===== src/rtl/ahb2apb_bridge_mslv_if.sv =====
// AHB-Lite slave side and APB master side signals of the AHB-to-APB bridge.
// The bridge uses the slave modport; the AHB master / APB slave environment uses master.
interface ahb2apb_bridge_mslv_if #(
  parameter int unsigned ADDR_W  = 16,
  parameter int unsigned DATA_W  = 32,
  parameter int unsigned NUM_SLV = 4
);
  logic              hsel;
  logic [ADDR_W-1:0] haddr;
  logic [1:0]        htrans;
  logic              hwrite;
  logic [DATA_W-1:0] hwdata;
  logic              hready;
  logic              hreadyout;
  logic              hresp;
  logic [DATA_W-1:0] hrdata;
  logic [ADDR_W-1:0] paddr;
  logic [NUM_SLV-1:0] psel;
  logic              penable;
  logic              pwrite;
  logic [DATA_W-1:0] pwdata;
  logic [DATA_W-1:0] prdata;
  logic              pready;
  logic              pslverr;

  modport slave (
    input  hsel, haddr, htrans, hwrite, hwdata, hready, prdata, pready, pslverr,
    output hreadyout, hresp, hrdata, paddr, psel, penable, pwrite, pwdata
  );

  modport master (
    output hsel, haddr, htrans, hwrite, hwdata, hready, prdata, pready, pslverr,
    input  hreadyout, hresp, hrdata, paddr, psel, penable, pwrite, pwdata
  );
endinterface


===== src/rtl/ahb2apb_bridge_mslv.sv =====
// AHB-Lite slave to APB master bridge with one-hot PSEL decode and ERROR mapping.
// Optional ACCESS-phase timeout is enabled by defining BRIDGE_TIMEOUT_EN.
module ahb2apb_bridge_mslv #(
  parameter int unsigned ADDR_W      = 16,
  parameter int unsigned DATA_W      = 32,
  parameter int unsigned NUM_SLV     = 4,
  parameter int unsigned SEL_W       = 2,
  parameter int unsigned TIMEOUT_CYC = 16
) (
  input logic                   hclk,
  input logic                   hreset,
  ahb2apb_bridge_mslv_if.slave  bus
);

  typedef enum logic [2:0] {
    StIdle, StLatch, StSetup, StAccess, StDone, StErr1, StErr2
  } state_e;

  state_e state_q, state_d;

  logic              accept;
  logic              decoded;
  logic [ADDR_W-1:0] haddr_q;
  logic              hwrite_q;
  logic [SEL_W-1:0]  idx_q;

  logic               hreadyout_q, hreadyout_d;
  logic               hresp_q, hresp_d;
  logic [DATA_W-1:0]  hrdata_q;
  logic [ADDR_W-1:0]  paddr_q;
  logic [NUM_SLV-1:0] psel_q, psel_d;
  logic               penable_q, penable_d;
  logic               pwrite_q;
  logic [DATA_W-1:0]  pwdata_q;

`ifdef BRIDGE_TIMEOUT_EN
  localparam int unsigned CNT_W = $clog2(TIMEOUT_CYC + 1);
  logic [CNT_W-1:0] cnt_q, cnt_d;
  logic             timeout;
`endif

  always_comb begin
    accept  = bus.hsel & bus.htrans[1] & bus.hready &
              (state_q inside {StIdle, StDone, StErr2});
    decoded = (32'(idx_q) < NUM_SLV);
    state_d = state_q;
`ifdef BRIDGE_TIMEOUT_EN
    cnt_d   = cnt_q;
    timeout = (cnt_q == CNT_W'(TIMEOUT_CYC - 1));
`endif
    unique case (state_q)
      StIdle, StDone, StErr2: state_d = accept ? StLatch : StIdle;
      StLatch: begin
        state_d = decoded ? StSetup : StErr1;
`ifdef BRIDGE_TIMEOUT_EN
        cnt_d = '0;
`endif
      end
      StSetup: state_d = StAccess;
      StAccess: begin
        if (bus.pready) begin
          state_d = bus.pslverr ? StErr1 : StDone;
        end else begin
`ifdef BRIDGE_TIMEOUT_EN
          cnt_d = cnt_q + 1'b1;
          if (timeout) state_d = StErr1;
`endif
        end
      end
      StErr1:  state_d = StErr2;
      default: state_d = StIdle;
    endcase

    // Outputs are registered, so they are derived from the state being entered.
    hreadyout_d = state_d inside {StIdle, StDone, StErr2};
    hresp_d     = state_d inside {StErr1, StErr2};
    penable_d   = (state_d == StAccess);
    psel_d      = '0;
    if (state_d inside {StSetup, StAccess}) psel_d = NUM_SLV'(1) << idx_q;
  end

  always_ff @(posedge hclk) begin
    if (hreset) begin
      state_q     <= StIdle;
      haddr_q     <= '0;
      hwrite_q    <= 1'b0;
      idx_q       <= '0;
      hreadyout_q <= 1'b1;
      hresp_q     <= 1'b0;
      hrdata_q    <= '0;
      paddr_q     <= '0;
      psel_q      <= '0;
      penable_q   <= 1'b0;
      pwrite_q    <= 1'b0;
      pwdata_q    <= '0;
`ifdef BRIDGE_TIMEOUT_EN
      cnt_q       <= '0;
`endif
    end else begin
      state_q     <= state_d;
      hreadyout_q <= hreadyout_d;
      hresp_q     <= hresp_d;
      psel_q      <= psel_d;
      penable_q   <= penable_d;
`ifdef BRIDGE_TIMEOUT_EN
      cnt_q       <= cnt_d;
`endif
      if (accept) begin
        haddr_q  <= bus.haddr;
        hwrite_q <= bus.hwrite;
        idx_q    <= bus.haddr[ADDR_W-1 -: SEL_W];
      end
      if (state_q == StLatch) begin
        if (hwrite_q) pwdata_q <= bus.hwdata;
        // APB address/direction only change when an APB access actually starts.
        if (decoded) begin
          paddr_q  <= haddr_q;
          pwrite_q <= hwrite_q;
        end
      end
      if (state_q == StAccess && bus.pready && !bus.pslverr && !hwrite_q) begin
        hrdata_q <= bus.prdata;
      end
    end
  end

  assign bus.hreadyout = hreadyout_q;
  assign bus.hresp     = hresp_q;
  assign bus.hrdata    = hrdata_q;
  assign bus.paddr     = paddr_q;
  assign bus.psel      = psel_q;
  assign bus.penable   = penable_q;
  assign bus.pwrite    = pwrite_q;
  assign bus.pwdata    = pwdata_q;

endmodule


===== src/flat_wrapper.sv =====
// flat-port wrapper written by rule: the top's interface ports become plain ports
module ahb2apb_bridge_mslv_flat 
#(
  parameter int unsigned ADDR_W      = 16,
  parameter int unsigned DATA_W      = 32,
  parameter int unsigned NUM_SLV     = 4,
  parameter int unsigned SEL_W       = 2,
  parameter int unsigned TIMEOUT_CYC = 16
)
  (hclk, hreset, bus_hsel, bus_haddr, bus_htrans, bus_hwrite, bus_hwdata, bus_hready, bus_prdata, bus_pready, bus_pslverr, bus_hreadyout, bus_hresp, bus_hrdata, bus_paddr, bus_psel, bus_penable, bus_pwrite, bus_pwdata);
  ahb2apb_bridge_mslv_if #(.ADDR_W(ADDR_W), .DATA_W(DATA_W), .NUM_SLV(NUM_SLV)) bus_i ();
  input logic hclk;
  input logic hreset;
  input wire logic [$bits(bus_i.hsel)-1:0] bus_hsel;
  input wire logic [$bits(bus_i.haddr)-1:0] bus_haddr;
  input wire logic [$bits(bus_i.htrans)-1:0] bus_htrans;
  input wire logic [$bits(bus_i.hwrite)-1:0] bus_hwrite;
  input wire logic [$bits(bus_i.hwdata)-1:0] bus_hwdata;
  input wire logic [$bits(bus_i.hready)-1:0] bus_hready;
  input wire logic [$bits(bus_i.prdata)-1:0] bus_prdata;
  input wire logic [$bits(bus_i.pready)-1:0] bus_pready;
  input wire logic [$bits(bus_i.pslverr)-1:0] bus_pslverr;
  output wire logic [$bits(bus_i.hreadyout)-1:0] bus_hreadyout;
  output wire logic [$bits(bus_i.hresp)-1:0] bus_hresp;
  output wire logic [$bits(bus_i.hrdata)-1:0] bus_hrdata;
  output wire logic [$bits(bus_i.paddr)-1:0] bus_paddr;
  output wire logic [$bits(bus_i.psel)-1:0] bus_psel;
  output wire logic [$bits(bus_i.penable)-1:0] bus_penable;
  output wire logic [$bits(bus_i.pwrite)-1:0] bus_pwrite;
  output wire logic [$bits(bus_i.pwdata)-1:0] bus_pwdata;
  assign bus_i.hsel = bus_hsel;
  assign bus_i.haddr = bus_haddr;
  assign bus_i.htrans = bus_htrans;
  assign bus_i.hwrite = bus_hwrite;
  assign bus_i.hwdata = bus_hwdata;
  assign bus_i.hready = bus_hready;
  assign bus_i.prdata = bus_prdata;
  assign bus_i.pready = bus_pready;
  assign bus_i.pslverr = bus_pslverr;
  assign bus_hreadyout = bus_i.hreadyout;
  assign bus_hresp = bus_i.hresp;
  assign bus_hrdata = bus_i.hrdata;
  assign bus_paddr = bus_i.paddr;
  assign bus_psel = bus_i.psel;
  assign bus_penable = bus_i.penable;
  assign bus_pwrite = bus_i.pwrite;
  assign bus_pwdata = bus_i.pwdata;
  ahb2apb_bridge_mslv #(.ADDR_W(ADDR_W), .DATA_W(DATA_W), .NUM_SLV(NUM_SLV), .SEL_W(SEL_W), .TIMEOUT_CYC(TIMEOUT_CYC)) u_core (.hclk(hclk), .hreset(hreset), .bus(bus_i));
endmodule

===== config.mk =====
export PLATFORM = sky130hd
export DESIGN_NAME = ahb2apb_bridge_mslv_flat
export DESIGN_NICKNAME = d
export VERILOG_FILES = /design/src/rtl/ahb2apb_bridge_mslv_if.sv /design/src/rtl/ahb2apb_bridge_mslv.sv /design/src/flat_wrapper.sv
export SDC_FILE = /design/constraint.sdc
export NUM_CORES = 1
export LEC_CHECK = 0
export CELL_PAD_IN_SITES_DETAIL_PLACEMENT = 2
export CELL_PAD_IN_SITES_GLOBAL_PLACEMENT = 2
export CORE_MARGIN = 2
export CORE_UTILIZATION = 24
export CTS_CLUSTER_SIZE = 12
export DETAILED_ROUTE_END_ITERATION = 10
export GPL_ROUTABILITY_DRIVEN = 0
export MAX_ROUTING_LAYER = met4
export PLACE_DENSITY_LB_ADDON = 0.1
export REMOVE_ABC_BUFFERS = 1
export SLEW_MARGIN = 5
export SYNTH_ARGS = -nofsm -noshare
export SYNTH_HDL_FRONTEND = slang
export SYNTH_SLANG_ARGS = --single-unit

===== constraint.sdc =====
create_clock -name hclk -period 4.3 [get_ports hclk]
set_clock_uncertainty 0.1 [all_clocks]
set_input_delay 0.645 -clock hclk [delete_from_list [all_inputs] [get_ports hclk]]
set_output_delay 0.645 -clock hclk [all_outputs]
set_load 0.005 [all_outputs]

Word-level counts from Yosys, hierarchy flattened. Cells that the tools add are included.

Bits in registers: 110. Latch bits: 0. Memory bits (writable): 0. Bits in read-only memories: 0. Input bits: 89. Output and inout bits: 88. Logic and storage cells: 46. Memories: 0.

$add $sub $neg: 0. Multiply operators: 0. Div/mod/pow operators: 0. Magnitude comparators: 0. Eq/ne operators: 11. Shifts and indexed selects: 1. Mux-type cells: 4. Bitwise operators: 4. Reduce and logical (&&, ||, !) cells: 14.

Operator list (count): 3-bit == test (second input constant) (6); 3-bit one-hot mux with 5 select lines (1); 3-bit by 2-bit == test with 1-bit output (second input constant) (4); 3-bit zero test (2); 3-bit nonzero test (2); 2-bit nonzero test (2); 1-bit by 2-bit left shift with 4-bit output (first input constant) (1); 1-bit bitwise AND (3); 3-bit by 1-bit == test with 1-bit output (second input constant) (1); 1-bit logical AND (3); 3-bit 2-to-1 mux (1); 3-bit OR reduction (1); 1-bit zero test (2); 1-bit 2-to-1 mux (2); 2-bit AND reduction (1); 2-bit OR reduction (1); 1-bit NOT (1).

Longest topological paths before layout. Gate-level depths: netlist of the first run.

Word-level depth: 9. Gate-level depth with buffers: 6. Depth with buffers taken out: 3.

Worst setup path after synthesis of the first run. No wires, ideal clock.

Kind: input to register. Start: input bus_hready. End: register u_core.hresp_q (netlist: u_core.bus.hresp). Library setup time: 131 ps. Arrival time: 1308 ps. Required time: 4069 ps. Path slack: 2761 ps. Stages: 4. Cells stage by stage: and4b_1 -> buf_2 -> mux2i_1 -> a211oi_1.

Word-level cells in the longest chain between the ends: 6.

Ends and longest elaborated chain: from (decl) (line flat_wrapper.sv:19) `input wire logic [$bits(bus_i.hready)-1:0] bus_hready;`; 1-bit bitwise AND (*) (2 in series) (line ahb2apb_bridge_mslv.sv:43) `accept = bus.hsel & bus.htrans[1] & bus.hready &`; 1-bit 2-to-1 mux (*) (line ahb2apb_bridge_mslv.sv:52) `StIdle, StDone, StErr2: state_d = accept ? StLatch : StIdle;`; 3-bit one-hot mux with 5 select lines (*) (line ahb2apb_bridge_mslv.sv:51) `unique case (state_q)`; 3-bit == test (line ahb2apb_bridge_mslv.sv:76) `hresp_d = state_d inside {StErr1, StErr2};`; 2-bit nonzero test (*) (line ahb2apb_bridge_mslv.sv:76); to (signal assigned) (line ahb2apb_bridge_mslv.sv:102) `hresp_q <= hresp_d;`; to (decl) (line ahb2apb_bridge_mslv.sv:28) `logic hresp_q, hresp_d;`.

Every way passes the cells marked *; elsewhere a longest branch is shown, timed or not. A chain may end at the register's enable or synchronous reset.

Worst setup path in the final report of the first run. Same ends and word-level chain as after synthesis.

==> metrics.txt, run 1 <==
Routed Antenna Nets 0; HP Class register to register; clock buffer depth 2; hold depth 2; dominant synthesized flop cell dfxtp_1; # hold bufs at CTS 0; Slew HR 0.191; Worst Path Arrival 2.42 ns; Synth area leaders dfxtp_1 (55%), a21oi_1 (13%), nand2_1 (9.1%); CP endpoint kind register; Register-to-Register Setup Slack 2.05 ns; status finished clean; clock root cell clkbuf_16; top-count cell post-synth dfxtp_1; nature of the critical path startpoint input port; Post-DP HPWL 9690 um; first-pass GRT wire length 23,000 um; share of the synthesized area in the top cell type 0.548; YS warnings 0; area of the multi-input gates about 1600 um2; worst r2r dst u_core.bus.hresp$_SDFF_PP0_; initial antenna violation count 0; delay of the slowest critical-path stage between 0.7 and 0.8 ns; slack of the critical path 2.05 ns; number of gates resized after cts 0; routed vias approximately 4.0k; Post-synth EDFFs 0; Initial Util 0.246; Crit path required time 4.47 ns; number of synthesized register bits 108; vias per cell ~4.7; fraction of registers with async set/reset 0; Starting DRT DRC Count 165; Die W 132 um; Hold Vio Cnt, Final 0; cells after synthesis 477; CTS buffer count 9; fin crit share 0.524; f_max 444 MHz; final worst path period need 2.25 ns; Die ar. between 15,000 and 20,000 um2; drt wl/cell 17.0 um; GRT Overall Usage 0.169; Sequential cell area 2160 um2; CP cell instances clkdlybuf4s50_1, and4b_1, mux2i_1, a211oi_1; Clk Latency, worst-skew pair 0.35 ns; H-Tree Level Count 3; commonest cells in the netlist dfxtp_1 (108), a21oi_1 (100), nand2_1 (96), nand3_1 (49), o21ai_0 (25); vias in the first global route 4,237; grt ovf 0; DRT Wirelength 14,300 um; WHS Endpoint u_core.bus.paddr[5]$_SDFFE_PP0N_; CTS tree done; CP Class input port to register; fillers 1,792; VDD IR max 0.000179 V; fin nets around 710; Worst Path Max Fanout 18; Leak 1.96 nW; ANT cells 0; Cell Area, Synth about 3900 um2; Unique masters post-synth 30; max-slew violation count 0; Clk pin slew, worst setup/hold paths 0.07 ns; RSZ-0062 raised after global routing no; CP max-delay cell and4b_1; hold wc startpoint u_core.haddr_q[5]$_SDFFE_PP0P_; DIE HEIGHT approximately 130 um; Synth area leader dfxtp_1; Synth-to-Final Area Change 54.9%; largest net degree at the start of global routing 62; DRC Markers 0; setup_tns 0 ns; post-CTS setup buffers 0; Syn Area/Cell slightly above 8 um2; Worst R2R Start u_core.state_q[1]$_SDFF_PP0_; fraction of layout cells with a size suffix above 1 0.0383; number of cell rows 46; Final Core Density 0.382; Max-cap violations 0; final setup violation count 0; area of the core 16,000 um2; power density cells 338 nW/um2; clk sink count 108; Reg2Reg Depth 3; Place WS roughly 1.7 ns; Pre-antenna DRT Iters 5; actual slew at the worst max-slew pin 1.21 ns; Buffers on Ports about 180; sequential fraction of the synthesis area 0.548; IO Pins 177
-- per-layer routing --
metal	global-route usage	routed length [um]	up-vias
li1	-	-	1907
met1	0.214	6660	1918
met2	0.276	6780	112
met3	0.0323	672	13
met4	0.0502	193	0
met5	-	0	-
-- sequential cells by signal, summed over array words and instances, names as in the netlist --
signal and cells:
u_core.bus.hrdata 32, u_core.bus.penable 1, u_core.bus.pwrite 1, u_core.state_q 3, u_core.bus.psel 4, u_core.idx_q 2
u_core.hwrite_q 1, u_core.bus.paddr 16, u_core.haddr_q 14, u_core.bus.hresp 1, u_core.bus.pwdata 32, u_core.bus.hreadyout 1
-- critical path: cells and delay by family --
family | cells | cell delay (ns)
AO/OA/AOI/OAI | 1 | 0.29
buffers and inverters | 1 | 0.48
AND/OR/NAND/NOR | 1 | 0.71
multiplexers | 1 | 0.29
-- metrics by stage --
step	cell area [um2]	cells	total power [mW]	hold WS [ns]
floorplan	3730	432	1.08	0.322
global placement	5800	828	1.21	0.333
detailed placement	5800	828	1.21	0.348
finish	6110	843	2.06	0.355
global route	6110	843	2.15	0.380
CTS	6110	843	2.10	0.357
-- cells in the final DEF, fill, tap and decap left out, types with 2 or more instances in the layout --
cell type	n
inv_1	2
a21oi_1	100
or3b_1	2
nand3_1	49
o21ai_1	24
nor2b_1	2
nor3_1	4
clkbuf_16	9
nand2_1	96
buf_4	6
dfxtp_1	108
clkdlybuf4s50_1	174
o21ai_0	25
nor2_1	4
clkbuf_8	3
clkinvlp_4	2
nand2b_1	2
-- cell families (layout without fill, tap and decap cells) --
logic type	Yosys count	in the layout	share of synthesized area
buffers and inverters	47	197	0.0555
DFF	108	108	0.548
AOI/OAI and AO/OA	154	154	0.199
muxes	1	1	0.00254
and+or+nand+nor	167	167	0.194
-- power by group --
group / internal (mW) / total [mW] / switching, mW
Sequential: 1.01 / 1.02 / 0.00910
Clock: 0.497 / 0.873 / 0.377
Combinational: 0.0918 / 0.169 / 0.0769
Total: 1.60 / 2.06 / 0.463
-- worst max path at each step --
stage / from / endpoint / cells past startpoint
3_5_place_dp: bus_hready / u_core.bus.hresp$_SDFF_PP0_ / 4
4_1_cts: bus_hready / u_core.bus.hresp$_SDFF_PP0_ / 4
2_1_floorplan: bus_pslverr / u_core.bus.hresp$_SDFF_PP0_ / 3
5_1_grt: u_core.state_q[1]$_SDFF_PP0_ / u_core.haddr_q[8]$_SDFFE_PP0P_ / 3
6_report: bus_hready / u_core.bus.hresp$_SDFF_PP0_ / 4
3_3_place_gp: bus_hready / u_core.bus.hresp$_SDFF_PP0_ / 4
-- area by class of cell --
cell class / count / share of cell area
clock inverters: 3 / 0.00738
repair buffers: 180 / 0.293
flip-flops and latches: 108 / 0.354
well taps: 216 / 0.0443
clock buffers: 12 / 0.0436
multi-input cells: 322 / 0.257
inverters: 2 / 0.00123
Note: power is estimated with default switching activity, not from simulation.
==> inputs of run 2 (changes only) <==
--- a/config.mk
+++ b/config.mk
@@ -8,7 +8,7 @@
 export CELL_PAD_IN_SITES_DETAIL_PLACEMENT = 2
 export CELL_PAD_IN_SITES_GLOBAL_PLACEMENT = 2
 export CORE_MARGIN = 2
-export CORE_UTILIZATION = 24
+export CORE_UTILIZATION = 22
 export CTS_CLUSTER_SIZE = 12
 export DETAILED_ROUTE_END_ITERATION = 10
 export GPL_ROUTABILITY_DRIVEN = 0
==> constraint.sdc (replaced) <==
create_clock -name hclk -period 2.15 [get_ports hclk]
set_clock_uncertainty 0.1 [all_clocks]
set_input_delay 0.3225 -clock hclk [delete_from_list [all_inputs] [get_ports hclk]]
set_output_delay 0.3225 -clock hclk [all_outputs]
set_load 0.005 [all_outputs]
==> run 2 against run 1 <==
Compared with the run above: clock power rose by 89%; core utilization fell by 2.5 points; critical endpoint is now u_core.bus.hrdata[13]$_SDFFE_PP0P_; global-route usage fell by 1.3 points; sequential cell count unchanged; register-to-register slack worse by 1.6 ns; critical path depth is 1 higher.
==> metrics.txt, run 2 (synthesis results as in run 1) <==
number of cell rows 48; Max-cap violations 0; final setup violation count 0; Synth-to-Final Area Change 57.3%; DIE HEIGHT 138 um; status finished clean; design area 6200 um2; Post-DP Area 5910 um2; Pre-antenna DRT Iters 4; hold depth 3; fin crit share 0.794; H-Tree Level Count 3; Leak about 2 nW; Crit path required time 2.26 ns; Hold Vio Cnt, Final 0; CP endpoint kind register; f_max ~590 MHz; hold wc startpoint hreset; CP Class register to register; setup_tns 0 ns; area of the core 17,400 um2; HP Class input port to register; drt wl/cell 16.8 um; Register-to-Register Setup Slack 0.44 ns; fin nets 723; most frequent cells in the layout clkdlybuf4s50_1 (174), dfxtp_1 (108), a21oi_1 (100), nand2_1 (96), nand3_1 (49); grt ovf 0; largest net degree at the start of global routing between 100 and 150; number of gates resized after cts 0; DRT Wirelength around 15,000 um; commonest non-fill, non-tap cell in the layout clkdlybuf4s50_1; CTS tree done; Post-DP HPWL 9920 um; power density cells about 650 nW/um2; initial antenna violation count 0; clk sink count 108; # hold bufs at CTS 0; first-pass GRT wire length between 20,000 and 25,000 um; max-slew violation count 0; Worst Path Arrival 1.81 ns; vias per cell 4.61; clock buffer depth 2; vias in the first global route 4,379; post-CTS setup buffers 0; CTS buffer count 9; Die W roughly 140 um; routed vias 3,980; nature of the critical path startpoint register; Initial Util 0.226; DRC Markers 0; Worst Path Max Fanout 32; Slew HR 0.583; Clk Latency, worst-skew pair between 0.3 and 0.4 ns; ANT cells 0; VDD IR max ~0.00035 V; Die ar. 19,000 um2; fraction of layout cells with a size suffix above 1 0.0548; Reg2Reg Depth 5; RSZ-0062 raised after global routing no; worst r2r dst u_core.bus.hrdata[13]$_SDFFE_PP0P_; Worst R2R Start u_core.state_q[1]$_SDFF_PP0_; Routed Antenna Nets 0; IO Pins around 180; WHS Endpoint u_core.state_q[1]$_SDFF_PP0_; GRT Overall Usage 0.157; final worst path period need 1.71 ns; Buffers on Ports 175; clock root cell clkbuf_16; Starting DRT DRC Count around 110; Clk pin slew, worst setup/hold paths 0.07 ns; crit path from u_core.state_q[1]$_SDFF_PP0_; actual slew at the worst max-slew pin about 0.63 ns
## run 2: worst max path at each step
stage	to	slack, ns	cells after the start
6_report	u_core.bus.hrdata[13]$_SDFFE_PP0P_	0.44	5
5_1_grt	u_core.bus.paddr[5]$_SDFFE_PP0N_	0.30	3
4_1_cts	u_core.bus.paddr[5]$_SDFFE_PP0N_	0.41	3
3_5_place_dp	u_core.bus.hresp$_SDFF_PP0_	0.33	5
3_3_place_gp	u_core.bus.hrdata[18]$_SDFFE_PP0P_	0.35	5
2_1_floorplan	u_core.bus.hrdata[0]$_SDFFE_PP0P_	0.18	3
## run 2: metrics by stage
step / total power [mW] / setup WS [ns] / hold WS (ns) / instances / util
2_1_floorplan: 2.16 / 0.185 / 0.292 / 432 / -
3_3_place_gp: 2.44 / 0.348 / 0.333 / 848 / 0.340
3_5_place_dp: 2.45 / 0.326 / 0.351 / 848 / 0.340
4_1_cts: 4.13 / 0.414 / 0.239 / 864 / 0.356
5_1_grt: 4.25 / 0.304 / 0.255 / 864 / 0.356
6_report: 4.05 / 0.443 / 0.238 / 864 / 0.356
## run 2: layout make-up
type	count	area [um2]
repair buffers	191	1890
flip-flops and latches	108	2160
multi-input cells	322	1570
inverters	2	7.51
fillers	1950	11200
clock inverters	3	20.0
well taps	225	282
clock buffers	13	270
## run 2: routing by layer
metal	global-route usage	wire (um)	vias to the layer above
met3	0.0391	912	15
met1	0.180	6380	1924
met2	0.270	7040	104
met4	0.0488	212	0
met5	-	0	-
li1	-	-	1937
## run 2: where the power goes
group	switching, mW	internal (mW)
sequential	0.0132	2.02
clock	0.770	0.882
combinational	0.162	0.199
total	0.945	3.10
## run 2: worst max-delay path, cell delays in order, from the launching register on
cell	delay [ns]
dfxtp_1	0.40
buf_4	0.19
or3b_1	0.35
buf_4	0.25
o21ai_1	0.19
a21oi_1	0.09
==> inputs of run 3 (changes only) <==
--- a/config.mk
+++ b/config.mk
@@ -8,7 +8,7 @@
 export CELL_PAD_IN_SITES_DETAIL_PLACEMENT = 2
 export CELL_PAD_IN_SITES_GLOBAL_PLACEMENT = 2
 export CORE_MARGIN = 2
-export CORE_UTILIZATION = 22
+export CORE_UTILIZATION = 20
 export CTS_CLUSTER_SIZE = 12
 export DETAILED_ROUTE_END_ITERATION = 10
 export GPL_ROUTABILITY_DRIVEN = 0
==> constraint.sdc (replaced) <==
create_clock -name hclk -period 1.4 [get_ports hclk]
set_clock_uncertainty 0.1 [all_clocks]
set_input_delay 0.21 -clock hclk [delete_from_list [all_inputs] [get_ports hclk]]
set_output_delay 0.21 -clock hclk [all_outputs]
set_load 0.005 [all_outputs]
==> run 3 against run 2 <==
Compared with the run above: the flow now finishes with violations (setup timing); sequential cell count stayed put; setup slack worse by 0.56 ns; final area is 24% higher; combinational power is 140% higher; hold slack worse by 0.15 ns; register-to-register slack worse by 0.56 ns; power is 63% higher; highest routed layer unchanged.
==> metrics.txt, run 3 (synthesis results as in run 1) <==
status finished, violations left; failing checks setup timing; clock buffer depth 2; Final Core Density 0.396; largest net degree at the start of global routing ~50; Leak around 3 nW; total design power 6.60 mW; Sequential cell area roughly 2200 um2; final setup violation count 53; Die ar. 20,900 um2; IO Pins 177; Clk pin slew, worst setup/hold paths 0.07 ns; CP max-delay cell or3b_4; Clk Latency, worst-skew pair approximately 0.34 ns; area of the core slightly below 20,000 um2; routed vias approximately 4.3k; CP Class register to register; Buffers on Ports roughly 180; nature of the critical path startpoint register; fraction of layout cells with a size suffix above 1 0.403; first-pass GRT wire length 26,400 um; Routed Antenna Nets 0; CTS tree done; DRT Wirelength ~17,000 um; clock root cell clkbuf_16; f_max approximately 660 MHz; initial antenna violation count 0; Max-cap violations 0; fin crit share 1.08; Slew HR 0.725; VDD IR max 0.000506 V; RSZ-0062 raised after global routing yes; H-Tree Level Count 3; CP cell instances or3b_4, buf_12, buf_16, o21ai_2, a21oi_2; delay of the slowest critical-path stage around 0.43 ns; clk sink count 108; fin nets 762; vias per cell 4.52; Pre-antenna DRT Iters 4; area of the multi-input gates about 2500 um2; actual slew at the worst max-slew pin 0.412 ns; Worst Path Arrival 1.63 ns; Initial Util 0.203; CP endpoint kind register; Hold Vio Cnt, Final 0; power density cells around 860 nW/um2; Die W 144 um; GRT Overall Usage 0.171; drt wl/cell approximately 18 um; grt ovf 0; commonest non-fill, non-tap cell in the layout dlygate4sd2_1; CTS buffer count 9; Starting DRT DRC Count 118; DIE HEIGHT 144 um; number of cell rows 51; Worst Path Max Fanout 8; # hold bufs at CTS 0; max-slew violation count 0; HP Class input port to register; final worst path period need approximately 1.5 ns; most frequent cells in the layout dlygate4sd2_1 (88), clkdlybuf4s50_1 (86), dfxtp_1 (83), a21oi_2 (70), nand2_1 (65); slack of the critical path -0.114 ns; Synth-to-Final Area Change 95.0%; DRC Markers 0; Post-DP HPWL 10,500 um; ANT cells 0; Crit path required time 1.52 ns; Place WS -0.273 ns; fillers 2,093; vias in the first global route 4,647
run 3: final timing paths:
| path | from | endpoint | slack, ns | depth (start not counted) |
|---|---|---|---|---|
| min | hreset | u_core.state_q[1]$_SDFF_PP0_ | 0.09 | 3 |
| max reg2reg | u_core.state_q[1]$_SDFF_PP0_ | u_core.bus.hrdata[22]$_SDFFE_PP0P_ | -0.11 | 5 |
| min reg2reg | u_core.bus.paddr[13]$_SDFFE_PP0N_ | u_core.bus.paddr[13]$_SDFFE_PP0N_ | 0.35 | 2 |
| max | u_core.state_q[1]$_SDFF_PP0_ | u_core.bus.hrdata[22]$_SDFFE_PP0P_ | -0.11 | 5 |
run 3: report_power, final:
part	switching [mW]	internal (mW)	leakage (nW)	total, mW
combinational	0.418	0.450	1.99	0.868
clock	1.16	1.44	0.140	2.61
sequential	0.0234	3.10	0.885	3.13
run 3: layout make-up:
type	instances	share of cell area
Sequential cell	108	0.286
Tap cell	265	0.0431
Clock buffer	13	0.0325
Timing Repair Buffer	230	0.310
Multi-Input combinational cell	322	0.321
Inverter	2	0.000976
Clock inverter	3	0.00602
run 3: what timing repair did:
item,in CTS,in global routing
gates cloned,14,0
resized for setup,255,141
setup endpoints to repair,193,105
pin swaps,58,84
buffers inserted,19,4
run 3: through the flow:
| stage | area [um2] | std cells | hold WS [ns] | setup TNS (ns) |
|---|---|---|---|---|
| final | 7690 | 943 | 0.0870 | -3.31 |
| after CTS | 7310 | 950 | 0.0868 | -5.54 |
| after global routing | 7690 | 943 | 0.0933 | -8.46 |
| after floorplan | 3730 | 432 | 0.179 | -31.88 |
| after global placement | 6110 | 903 | 0.334 | -14.54 |
| after detailed placement | 6110 | 903 | 0.350 | -18.87 |
run 3: layer usage:
layer  share of wire  GRT usage  up-vias
met2            0.50      0.287       95
met3           0.036     0.0301       13
met5               0          -        -
met4           0.013     0.0414        0
met1            0.45      0.214     2128
li1                -          -     2026
run 3: critical path, delay by kind of cell (launching register included):
kind            cells  cell delay [ns]
simple gates        1             0.43
buf+inv             2             0.31
flops               1             0.36
compound gates      2             0.19
